--- src/rtl/reg_file_wb.sv ---
// 32 x 32-bit register file with write-through read ports
// and a pending-write scoreboard for decode hazard detection.
module reg_file_wb #(
  parameter int DATA_W = 32,
  parameter int ADDR_W = 5
) (
  input  logic              clk,
  input  logic              rst_n,
  input  logic [ADDR_W-1:0] rs_addr,
  input  logic [ADDR_W-1:0] rt_addr,
  output logic [DATA_W-1:0] rs_data,
  output logic [DATA_W-1:0] rt_data,
  input  logic              wr_en,
  input  logic [ADDR_W-1:0] wr_addr,
  input  logic [DATA_W-1:0] wr_data,
  input  logic              alloc_en,
  input  logic [ADDR_W-1:0] alloc_addr,
  output logic              rs_busy,
  output logic              rt_busy,
  output logic [ADDR_W:0]   busy_cnt
);

  localparam int DEPTH = 1 << ADDR_W;
  localparam int CNT_W = ADDR_W + 1;

  logic [DATA_W-1:0] regs_q [DEPTH];
  logic [DATA_W-1:0] regs_d [DEPTH];
  logic [DEPTH-1:0]  busy_q;
  logic [DEPTH-1:0]  busy_d;
  logic [CNT_W-1:0]  busy_cnt_q;
  logic [CNT_W-1:0]  busy_cnt_d;

  logic wr_ok;
  logic al_ok;
  logic same;
  logic inc;
  logic dec;
  logic rs_hit;
  logic rt_hit;

  assign wr_ok = wr_en && (wr_addr != '0);
  assign al_ok = alloc_en && (alloc_addr != '0);
  assign same  = al_ok && (alloc_addr == wr_addr);

  // count moves only on real 0->1 / 1->0 transitions
  assign inc = al_ok && !busy_q[alloc_addr];
  assign dec = wr_ok && busy_q[wr_addr] && !same;

  always_comb begin
    regs_d = regs_q;
    if (wr_ok) begin
      regs_d[wr_addr] = wr_data;
    end
  end

  always_comb begin
    busy_d = busy_q;
    for (int i = 1; i < DEPTH; i++) begin
      if (al_ok && alloc_addr == ADDR_W'(i)) begin
        busy_d[i] = 1'b1;
      end else if (wr_ok && wr_addr == ADDR_W'(i)) begin
        busy_d[i] = 1'b0;
      end
    end
    busy_d[0] = 1'b0;
  end

  always_comb begin
    busy_cnt_d = busy_cnt_q;
    if (inc && !dec) begin
      busy_cnt_d = busy_cnt_q + CNT_W'(1);
    end else if (dec && !inc) begin
      busy_cnt_d = busy_cnt_q - CNT_W'(1);
    end
  end

  always_ff @(posedge clk or negedge rst_n) begin
    if (!rst_n) begin
      for (int i = 0; i < DEPTH; i++) begin
        regs_q[i] <= '0;
      end
      busy_q     <= '0;
      busy_cnt_q <= '0;
    end else begin
      regs_q     <= regs_d;
      busy_q     <= busy_d;
      busy_cnt_q <= busy_cnt_d;
    end
  end

  assign rs_hit = wr_en && (wr_addr == rs_addr);
  assign rt_hit = wr_en && (wr_addr == rt_addr);

  assign rs_data = (rs_addr == '0) ? '0 :
                   rs_hit ? wr_data : regs_q[rs_addr];
  assign rt_data = (rt_addr == '0) ? '0 :
                   rt_hit ? wr_data : regs_q[rt_addr];

  assign rs_busy  = busy_q[rs_addr] && !rs_hit;
  assign rt_busy  = busy_q[rt_addr] && !rt_hit;
  assign busy_cnt = busy_cnt_q;

endmodule

--- config.mk ---
export PLATFORM = sky130hd
export DESIGN_NAME = reg_file_wb
export DESIGN_NICKNAME = d
export VERILOG_FILES = /design/src/rtl/reg_file_wb.sv
export SDC_FILE = /design/constraint.sdc
export NUM_CORES = 2
export LEC_CHECK = 0
export CORE_MARGIN = 2
export CORE_UTILIZATION = 55
export DETAILED_ROUTE_END_ITERATION = 10
export PLACE_DENSITY = 0.78
export SLEW_MARGIN = 20
export SYNTH_ARGS = -nofsm -noshare
export SYNTH_HDL_FRONTEND = slang
export SYNTH_SLANG_ARGS = --single-unit
export TNS_END_PERCENT = 50
--- constraint.sdc ---
create_clock -name clk -period 9.11 [get_ports clk]
set_clock_uncertainty 0.1 [all_clocks]
set_input_delay 2.2775 -clock clk [delete_from_list [all_inputs] [get_ports clk]]
set_output_delay 2.2775 -clock clk [all_outputs]
set_load 0.05 [all_outputs]
==> flow_summary.json <==
{
  "cts_buffers": 111,
  "drcViolationCount": 0,
  "cts.path.max_buffers": 3,
  "synth_ff_type": "dfrtp_1",
  "holdPathEnd": "regs_q[998]",
  "slowest_stage": "nor4_1",
  "grt_usage_pct": 33.29,
  "clock_latency_ps": 700,
  "antenna_left": 0,
  "vias": 38070,
  "ys.warnings.count": 0,
  "hold_start": "regs_q[998]",
  "setup_viol": 0,
  "end_kind": "output port",
  "worst-path-buf-inv": 4,
  "critical_path.startpoint_type": "primary input",
  "crit_family": "buffers and inverters",
  "die_h_microns": 326.8,
  "ioPinCount": 128,
  "post-cts-setup-buffers": 0,
  "initial_core_util_pct": 55.37,
  "leakagePower_uw": 0.02715,
  "post-route-min-period_ps": 8338,
  "crit_type": "in2out",
  "maxSlewViolCount": 0,
  "tightest_slew_ps": 1091,
  "via_per_inst": 7.226,
  "worstRegToRegCells": 12,
  "ys_ff_latch": 1061,
  "syn_area_per_cell_sq_um": 14.91,
  "dp_hpwl_microns": 103100,
  "worst_path_largest_cell_delay_ps": 750,
  "synth.distinct_cells": 70,
  "die-area_sq_mm": 0.1068,
  "synth-edff-count": 0,
  "drt-initial-drc-count": 4170,
  "hold_ws_ps": 295.5,
  "grt_pass1_vias": 38900,
  "ctsHoldBuffers": 0,
  "clkTransAtPathRegs_ps": 60,
  "slew_headroom_pct": 27.28,
  "nets": 3864,
  "place_congestion": 0.8902,
  "placedInstanceArea_sq_mm": 0.06005,
  "finalPower_uw": 14240,
  "setup_tns_ps": 0,
  "syn_inst": 3844,
  "worstHoldPathType": "reg2reg",
  "power_density_mw_per_mm2": 223.6,
  "antenna_found_initial": 6,
  "std_cell_rows": 118,
  "die_x_microns": 326.8,
  "dr.pass1.iters": 6,
  "synth.net_count": 3906,
  "core_sq_mm": 0.1035,
  "fin_area_sq_mm": 0.06369,
  "netlist_area_sq_mm": 0.05731,
  "required_ps": 6730,
  "path_cells": "buf_2 > buf_4 > nor2b_1 > nand2_1 > buf_4 > o221ai_1 > nor4_1 > o2bb2ai_1 > buf_12",
  "overflow": 0,
  "min_path_cells": 0,
  "ys_seq_area_share_pct": 46.33,
  "status": "finished, final reports clean",
  "rsz0062_at_grt": "no",
  "clkSinkCount": 1061,
  "crit_arrival_ps": 5960,
  "finalCritPeriodShare_pct": 91.52,
  "max-vdd-ir-drop_mv": 0.1815,
  "drive_above_1_share_pct": 50.15,
  "path_common_cell": "buf_4",
  "grt_pass1_wl_microns": 262000,
  "grt_max_degree": 172,
  "root_buffer": "clkbuf_16",
  "wire_per_inst_microns": 33.48,
  "crit_fanout": 20,
  "r2r_end": "busy_cnt[5]",
  "post_cts_resized": 0,
  "async_reset_ff_share_pct": 100.0,
  "area_growth_pct": 11.14,
  "fmax_mhz": 119.9,
  "portBuffers": 127,
  "reg2reg_setup_slack_ps": 5560,
  "cts_htree_levels": 3,
  "finalHoldViolCount": 0,
  "routed_wl_microns": 176400,
  "reg2reg_from": "busy_q[6]",
  "maxCapViolCount": 0,
  "cts_tree": "yes"
}
-- kinds of logic after synthesis --
family | share of synthesized area, %
buf+inv | 3.803
fa+ha+maj | 0.1441
xor+xnor | 0.3057
flops | 46.33
mux | 42.33
compound gates | 4.821
simple gates | 2.264
-- sequential cells by signal (all words and copies together) (netlist names) --
| signal | count |
|---|---|
| busy_cnt | 6 |
| busy_q | 31 |
| regs_q | 1024 |
-- worst reg2reg max path, stage by stage (launching register included) --
cell and delay [ps]:
dfrtp_1 430, mux4_2 500, mux4_2 490, mux2i_1 150, or3_1 150, ha_1 250, inv_1 150, ha_1 300
a21o_1 110, a21oi_1 100, or4_1 470, nand3_1 110, xor2_1 160
-- cell usage in the layout (no fill, tap or decap), types with 7 or more instances in the layout --
cell,Yosys,routed
clkbuf_8,0,27
nor2b_1,11,7
buf_4,30,141
a22o_1,14,14
buf_2,168,9
nor2_1,95,77
dfrtp_1,1061,1061
o22ai_1,129,129
buf_12,1,45
nor2_4,0,20
a32o_1,46,46
nand4_1,8,8
inv_1,8,8
mux2i_1,140,140
a221oi_1,19,19
bufinv_16,0,7
mux2_2,999,999
nand2_1,61,49
nor3_1,9,9
nand2b_1,8,8
nand3_1,21,18
clkbuf_16,0,113
clkdlybuf4s50_1,0,80
a21oi_1,23,23
a22oi_1,56,56
o21ai_0,57,57
xnor2_1,8,8
nand2_2,1,11
clkbuf_1,193,15
o221ai_1,10,10
and3_1,8,7
xor2_1,12,12
mux4_2,514,514
clkinv_2,0,31
nand3b_1,7,7
-- cell type report --
type,count,area (sq um)
antenna,1,2.502
clock buffer,155,3256
sequential,1061,26550
tap,1380,1727
clock inverter,44,414.1
fill,7541,39810
inverter,10,37.54
multi-input combinational,2337,28810
timing repair buffer,281,2892
-- Yosys cell counts, types with 8 or more instances --
cell / number / share of area [%]
o221ai_1: 10 / 0.15
a221oi_1: 19 / 0.29
o22ai_1: 129 / 1.4
buf_1: 22 / 0.14
nand3_1: 21 / 0.18
clkbuf_1: 193 / 1.3
nand2b_1: 8 / 0.087
buf_4: 30 / 0.39
a32o_1: 46 / 0.80
buf_6: 19 / 0.37
dfrtp_1: 1061 / 46
a22o_1: 14 / 0.21
inv_1: 8 / 0.052
mux4_2: 514 / 20
nor2_1: 95 / 0.62
nand4_1: 8 / 0.087
xor2_1: 12 / 0.18
xnor2_1: 8 / 0.12
mux2_2: 999 / 20
buf_2: 168 / 1.5
nand2_1: 61 / 0.40
a21oi_1: 23 / 0.20
nor2b_1: 11 / 0.12
mux2i_1: 140 / 2.4
nor3_1: 9 / 0.079
a22oi_1: 56 / 0.73
and3_1: 8 / 0.087
o21ai_0: 57 / 0.50
-- report_power, final --
group          total (uW)  internal [uW]  switching, uW
clock network        4600           2670           1930
logic                3320           1870           1450
registers            6320           5630            693
-- metal layers --
layer	GRT usage (%)	vias to the layer above	share of wire, %
met5	0	-	0.030
met4	16.44	8	5.8
met3	9.358	578	11
met2	50.66	2337	46
met1	44.30	20280	37
li1	-	14870	-
-- per-stage QoR --
stage | std cells | util, % | setup slack (ps)
after floorplan | 3844 | - | 2461
after global placement | 5069 | 58.02 | 1024
after detailed placement | 5069 | 58.02 | 976.5
after CTS | 5268 | 61.56 | 957.0
after global routing | 5268 | 61.54 | 891.6
final | 5269 | 61.54 | 772.4
-- how the worst max path moves through the flow --
stage               startpoint           to  depth (start not counted)
CTS                 rs_addr[4]  rs_data[29]                          9
detailed placement  rs_addr[4]  rs_data[29]                          9
finish              rs_addr[4]  rs_data[29]                          9
global route        rs_addr[4]  rs_data[29]                          9
floorplan           rs_addr[0]  rs_data[13]                          9
global placement    rs_addr[4]  rs_data[29]                          9
Power figures use the tool's default switching activity.
